**src/rtl/keypad_scan_debounce.sv**
```systemverilog
// Row-scanning keypad front end: column synchronizer, press/release debounce, code history.
// Define KEYPAD_AUTO_REPEAT_EN to re-emit a held key after REPEAT_DELAY, then every REPEAT_PERIOD.
module keypad_scan_debounce #(
  parameter int NUM_ROWS        = 4,
  parameter int NUM_COLS        = 4,
  parameter int SCAN_CYCLES     = 16,
  parameter int DEBOUNCE_CYCLES = 50000,
  parameter int HIST_DEPTH      = 2,
`ifdef KEYPAD_AUTO_REPEAT_EN
  parameter int REPEAT_DELAY    = 25000000,
  parameter int REPEAT_PERIOD   = 6000000,
`endif
  parameter int CODE_W          = $clog2(NUM_ROWS*NUM_COLS)
) (
  input  logic                         clk,
  input  logic                         reset,
  input  logic [NUM_COLS-1:0]          columns,
  output logic [NUM_ROWS-1:0]          rows,
  output logic [CODE_W-1:0]            key_code,
  output logic                         key_valid,
  output logic                         key_held,
  output logic [HIST_DEPTH*CODE_W-1:0] history
);

  localparam int ROW_W = $clog2(NUM_ROWS);
  localparam int COL_W = $clog2(NUM_COLS);
  localparam int DW_W  = $clog2(SCAN_CYCLES);
  localparam int DB_W  = $clog2(DEBOUNCE_CYCLES);
  localparam int HW    = HIST_DEPTH*CODE_W;

  localparam logic [ROW_W-1:0]    ROW_LAST = ROW_W'(NUM_ROWS-1);
  localparam logic [ROW_W-1:0]    ROW_ONE  = 1;
  localparam logic [NUM_ROWS-1:0] ROW_BIT0 = 1;
  localparam logic [NUM_COLS-1:0] COL_ONE  = 1;
  localparam logic [DW_W-1:0]     DW_LAST  = DW_W'(SCAN_CYCLES-1);
  localparam logic [DW_W-1:0]     DW_ONE   = 1;
  localparam logic [DB_W-1:0]     DB_LAST  = DB_W'(DEBOUNCE_CYCLES-1);
  localparam logic [DB_W-1:0]     DB_ONE   = 1;

  typedef enum logic [1:0] {
    S_SCAN,
    S_DB_PRESS,
    S_HELD,
    S_DB_REL
  } state_t;

  state_t              r_state, w_state_nxt;
  logic [NUM_COLS-1:0] r_sync1, r_sync2;
  logic [NUM_COLS-1:0] r_pat, w_pat_nxt;
  logic [ROW_W-1:0]    r_row, w_row_nxt, w_row_inc;
  logic [COL_W-1:0]    r_col, w_col_nxt, w_col;
  logic [DW_W-1:0]     r_dwell, w_dwell_nxt;
  logic [DB_W-1:0]     r_db, w_db_nxt;
  logic [CODE_W-1:0]   r_code, w_code_nxt, w_code;
  logic [HW-1:0]       r_hist, w_hist_nxt;
  logic                r_valid, w_emit;
  logic [NUM_COLS-1:0] w_inv;
  logic                w_idle, w_one;

`ifdef KEYPAD_AUTO_REPEAT_EN
  localparam int RP_MAX = (REPEAT_DELAY > REPEAT_PERIOD) ? REPEAT_DELAY : REPEAT_PERIOD;
  localparam int RP_W   = $clog2(RP_MAX);
  localparam logic [RP_W-1:0] RD_LAST = RP_W'(REPEAT_DELAY-1);
  localparam logic [RP_W-1:0] RP_LAST = RP_W'(REPEAT_PERIOD-1);
  localparam logic [RP_W-1:0] RP_ONE  = 1;
  logic [RP_W-1:0] r_rep, w_rep_nxt;
  logic            r_first, w_first_nxt;
`endif

  assign w_inv     = ~r_sync2;
  assign w_idle    = &r_sync2;
  assign w_one     = (w_inv != '0) && ((w_inv & (w_inv - COL_ONE)) == '0);
  assign w_row_inc = (r_row == ROW_LAST) ? '0 : r_row + ROW_ONE;
  assign w_code    = CODE_W'(r_row) * CODE_W'(NUM_COLS) + CODE_W'(r_col);

  always_comb begin
    w_col = '0;
    for (int c = 0; c < NUM_COLS; c++)
      if (!r_sync2[c]) w_col = COL_W'(c);
  end

  always_comb begin
    w_state_nxt = r_state;
    w_pat_nxt   = r_pat;
    w_row_nxt   = r_row;
    w_col_nxt   = r_col;
    w_dwell_nxt = r_dwell;
    w_db_nxt    = r_db;
    w_code_nxt  = r_code;
    w_emit      = 1'b0;
`ifdef KEYPAD_AUTO_REPEAT_EN
    w_rep_nxt   = '0;
    w_first_nxt = 1'b1;
`endif
    unique case (r_state)
      S_SCAN: begin
        // Sample only at the end of the dwell so row switching has settled.
        if (r_dwell == DW_LAST) begin
          w_dwell_nxt = '0;
          if (w_one) begin
            w_col_nxt   = w_col;
            w_pat_nxt   = r_sync2;
            w_db_nxt    = '0;
            w_state_nxt = S_DB_PRESS;
          end else begin
            w_row_nxt = w_row_inc;
          end
        end else begin
          w_dwell_nxt = r_dwell + DW_ONE;
        end
      end
      S_DB_PRESS: begin
        if (r_sync2 == r_pat) begin
          if (r_db == DB_LAST) begin
            w_emit      = 1'b1;
            w_code_nxt  = w_code;
            w_db_nxt    = '0;
            w_state_nxt = S_HELD;
          end else begin
            w_db_nxt = r_db + DB_ONE;
          end
        end else begin
          w_row_nxt   = w_row_inc;
          w_dwell_nxt = '0;
          w_state_nxt = S_SCAN;
        end
      end
      S_HELD: begin
        if (w_idle) begin
          w_db_nxt    = '0;
          w_state_nxt = S_DB_REL;
        end
`ifdef KEYPAD_AUTO_REPEAT_EN
        else begin
          w_first_nxt = r_first;
          if (r_rep == (r_first ? RD_LAST : RP_LAST)) begin
            w_emit      = 1'b1;
            w_rep_nxt   = '0;
            w_first_nxt = 1'b0;
          end else begin
            w_rep_nxt = r_rep + RP_ONE;
          end
        end
`endif
      end
      S_DB_REL: begin
        if (!w_idle) begin
          w_state_nxt = S_HELD;
        end else if (r_db == DB_LAST) begin
          w_row_nxt   = w_row_inc;
          w_dwell_nxt = '0;
          w_state_nxt = S_SCAN;
        end else begin
          w_db_nxt = r_db + DB_ONE;
        end
      end
      default: w_state_nxt = S_SCAN;
    endcase
    w_hist_nxt = w_emit ? ((r_hist << CODE_W) | HW'(w_code_nxt)) : r_hist;
  end

  always_ff @(posedge clk) begin
    if (reset) begin
      r_state <= S_SCAN;
      r_sync1 <= '1;
      r_sync2 <= '1;
      r_pat   <= '1;
      r_row   <= '0;
      r_col   <= '0;
      r_dwell <= '0;
      r_db    <= '0;
      r_code  <= '0;
      r_hist  <= '0;
      r_valid <= 1'b0;
    end else begin
      r_state <= w_state_nxt;
      r_sync1 <= columns;
      r_sync2 <= r_sync1;
      r_pat   <= w_pat_nxt;
      r_row   <= w_row_nxt;
      r_col   <= w_col_nxt;
      r_dwell <= w_dwell_nxt;
      r_db    <= w_db_nxt;
      r_code  <= w_code_nxt;
      r_hist  <= w_hist_nxt;
      r_valid <= w_emit;
    end
  end

`ifdef KEYPAD_AUTO_REPEAT_EN
  always_ff @(posedge clk) begin
    if (reset) begin
      r_rep   <= '0;
      r_first <= 1'b1;
    end else begin
      r_rep   <= w_rep_nxt;
      r_first <= w_first_nxt;
    end
  end
`endif

  assign rows      = ~(ROW_BIT0 << r_row);
  assign key_code  = r_code;
  assign key_valid = r_valid;
  assign key_held  = (r_state == S_HELD) || (r_state == S_DB_REL);
  assign history   = r_hist;

endmodule
```
**config.mk**
```make
export PLATFORM = sky130hd
export DESIGN_NAME = keypad_scan_debounce
export DESIGN_NICKNAME = d
export VERILOG_FILES = /design/src/rtl/keypad_scan_debounce.sv
export SDC_FILE = /design/constraint.sdc
export NUM_CORES = 1
export LEC_CHECK = 0
export CORE_ASPECT_RATIO = 0.6
export CORE_MARGIN = 5
export CORE_UTILIZATION = 30
export CTS_BUF_LIST = sky130_fd_sc_hd__clkbuf_4 sky130_fd_sc_hd__clkbuf_8
export CTS_CLUSTER_SIZE = 20
export DETAILED_ROUTE_END_ITERATION = 7
export MAX_ROUTING_LAYER = met4
export PLACE_DENSITY = 0.53
export SLEW_MARGIN = 20
export SYNTH_ARGS = -nofsm -noshare
export SYNTH_HDL_FRONTEND = slang
export SYNTH_SLANG_ARGS = --single-unit
```
**constraint.sdc**
```tcl
create_clock -name clk -period 2.8 [get_ports clk]
set_input_delay 0.42 -clock clk [delete_from_list [all_inputs] [get_ports clk]]
set_output_delay 0.42 -clock clk [all_outputs]
set_load 0.05 [all_outputs]
```
==> impl_metrics.tcl <==
set metrics [dict create \
    tightestPinTransition_ps 795.6 \
    end_kind "flip-flop" \
    routed_wl_mm 6.081 \
    fp.dieH_um 80.07 \
    via_count 2106 \
    h-tree-depth 2 \
    clock-sinks 51 \
    async_reset_ff_frac 0 \
    hold_path_class "flip-flop to flip-flop" \
    slew_viol_final 0 \
    seq_area_frac_synth 0.4159 \
    die-area_um2 10150 \
    clock_latency_ps 310 \
    yosys_warnings 0 \
    crit_type "flip-flop to flip-flop" \
    antenna_left 0 \
    postPlaceCellArea_um2 2831 \
    antenna_found_initial 0 \
    p_leak_nw 1.003 \
    cts_resized 0 \
    grt_max_degree 32 \
    synthesis.nets 301 \
    place_ws_ps 235.5 \
    r2r_start "r_db[11]" \
    final_nets 325 \
    syn_area_per_cell_um2 8.494 \
    synth_area_um2 2455 \
    holdWs_ps 418.2 \
    grt_pass1_vias 1965 \
    start_util 0.3102 \
    grt_pass1_wl_mm 10.23 \
    ios 24 \
    relSlewSlack 0.4664 \
    die_x_um 126.8 \
    cts_tree "yes" \
    ir_worst_vdd_mv 0.1878 \
    grt.total_usage 0.1300 \
    routabilityCongestion 0.8670 \
    cts_buffers 5 \
    routedWlPerCell_um 14.41 \
    fp.coreArea_um2 7914 \
    hold_viol_final 0 \
    p_sw_frac 0.2495 \
    synth_ff_type "dfxtp_1" \
    worstSetupStartpoint "r_db[11]" \
    maxCapViolations 0 \
    diodes 0 \
    fin_skew_ps 5.544 \
    ff2ff_setup_slack_ps 210 \
    place_hpwl_mm 4.431 \
    r2r_cells 5 \
    fmax_mhz 386.6 \
    synth_edf_count 0 \
    powerDensity_nw_per_um2 429.5 \
    layout_setup_ws_ps 213.5 \
    syn2layout_area_growth_pct 18.91 \
    syn_inst 289 \
    pwr-share-comb 0.058 \
    portBuffers 23 \
    drcViolationCount 0 \
    clk_pin_slew_worst_paths_ps 100 \
    p_sw_mw 0.3128 \
    layout-drive-gt1-share 0.1019 \
    drt-vias-per-instance 4.991 \
    synth_cell_types 43 \
    row_count 25 \
    outcome "finished, final reports clean" \
    root_buffer "clkbuf_8" \
    overflow 0 \
    setup_viol_count_final 0 \
    synth_seq_cells 51 \
    fin_crit_sh 0.9237 \
    seqPwrFrac 0.593 \
    start_kind "flip-flop" \
    rsz0062_at_grt "false" \
    fin_area_um2 2919 \
    clk_path_buf_depth 2 \
    endpoint "r_db[9]" \
    dr.first_iter.drc_count 133 \
    cts_setup_buffers 0 \
    finalSetupTns_ps 0 \
    critical_path_required_ps 3030 \
    clkPwrFrac 0.349 \
    dr.pass1.iters 4 \
    cp_max_fo 9 \
    p_int_mw 0.9411 \
    fin_crit_ps 2586 \
    crit_arrival_ps 2820 \
    regToRegEndpoint "r_db[9]" \
    hold_buffers 0 \
]
-- cells in the final DEF (no fill, tap or decap), types with 8 or more instances in the layout --
master | netlist | layout
or2_2 | 8 | 8
inv_1 | 10 | 10
dfxtp_1 | 51 | 51
nor2_1 | 14 | 14
nand3_1 | 22 | 22
buf_4 | 0 | 9
mux2i_1 | 11 | 11
a21oi_1 | 17 | 17
clkdlybuf4s50_1 | 0 | 23
nand2_1 | 41 | 41
-- layout make-up --
class                   count  area [µm²]
fillers                   817        4995
multi-input cells         212        1336
flip-flops and latches     51        1021
repair buffers             32       297.8
well taps                 108       135.1
clock buffers               5       68.82
inverters                  11       41.29
clock inverters             3       18.77
-- critical path, stage by stage (launching register included) --
cell	delay, ps
dfxtp_1	350
or4b_4	560
or4_1	620
a22oi_2	380
a22oi_1	330
o211ai_1	260
-- metrics by stage --
step	total power, mW	util	instances
2_1_floorplan	0.8056	-	289
3_3_place_gp	0.8317	0.3578	414
5_1_grt	1.315	0.3689	422
4_1_cts	1.276	0.3689	422
6_report	1.254	0.3689	422
3_5_place_dp	0.8333	0.3578	414
-- flip-flops by register name (all words and copies together), names as in the netlist --
name and flops:
history 8, key_code 4, key_valid 1, r_col 2
r_db 16, r_dwell 4, r_pat 4, r_row 2
r_state 2, r_sync1 4, r_sync2 4
-- power groups by stage --
stage	Sequential [mW]	Clock, mW	Combinational, mW
final	0.743	0.438	0.0730
after global placement	0.760	0	0.0716
after global routing	0.745	0.488	0.0824
after CTS	0.743	0.459	0.0736
after floorplan	0.756	0	0.0497
after detailed placement	0.760	0	0.0732
-- synthesized netlist by cell type (2+ instances only) --
master / count / area share
o21ai_0: 6 / 0.012
xor2_1: 4 / 0.014
nor3_1: 6 / 0.012
nand2_1: 41 / 0.063
nand4_1: 3 / 0.0076
a21oi_1: 17 / 0.035
mux2i_1: 11 / 0.045
nor2_1: 14 / 0.021
o211ai_1: 4 / 0.012
o21a_1: 7 / 0.021
xnor2_1: 2 / 0.0071
a2bb2oi_1: 6 / 0.021
or4_1: 2 / 0.0061
nand3b_1: 7 / 0.021
inv_1: 10 / 0.015
nand2b_1: 2 / 0.0051
clkbuf_1: 15 / 0.023
and2_1: 3 / 0.0076
or3b_2: 2 / 0.0071
and3_1: 4 / 0.010
dfxtp_1: 51 / 0.42
a211oi_1: 6 / 0.018
nand4b_1: 4 / 0.014
nor4_1: 4 / 0.010
ha_1: 6 / 0.031
or2_2: 8 / 0.020
a2111oi_0: 2 / 0.0071
nand3_1: 22 / 0.045
nor3b_1: 5 / 0.015
a31oi_1: 2 / 0.0051
-- routing by layer --
| metal | track usage | share of wire | vias up |
|---|---|---|---|
| met5 | - | 0 | - |
| met4 | 0.03854 | 0.0053 | 0 |
| met3 | 0.03189 | 0.070 | 2 |
| met2 | 0.1545 | 0.35 | 62 |
| met1 | 0.2046 | 0.58 | 961 |
| li1 | - | - | 1081 |
-- worst min path at each step --
stage	cells after the start	endpoint	slack (ps)	start
after global routing	1	r_sync2[1]	440	r_sync1[1]
after CTS	1	r_sync2[1]	420	r_sync1[1]
final	1	r_sync2[1]	420	r_sync1[1]
after global placement	1	r_sync2[1]	390	r_sync1[1]
after detailed placement	1	r_sync2[3]	390	r_sync1[3]
after floorplan	1	r_sync2[0]	390	r_sync1[0]
-- cells by family (layout without fill, tap and decap cells) --
family          count (synthesis)  after routing  share of synthesized area
compound gates                 58             58                     0.1626
xor+xnor                        6              6                    0.02141
fa+ha+maj                       6              6                    0.03058
buf+inv                        26             51                    0.03975
flops                          51             51                     0.4159
mux                            12             12                    0.04944
simple gates                  130            130                     0.2803
(Power assumes the default switching activity.)
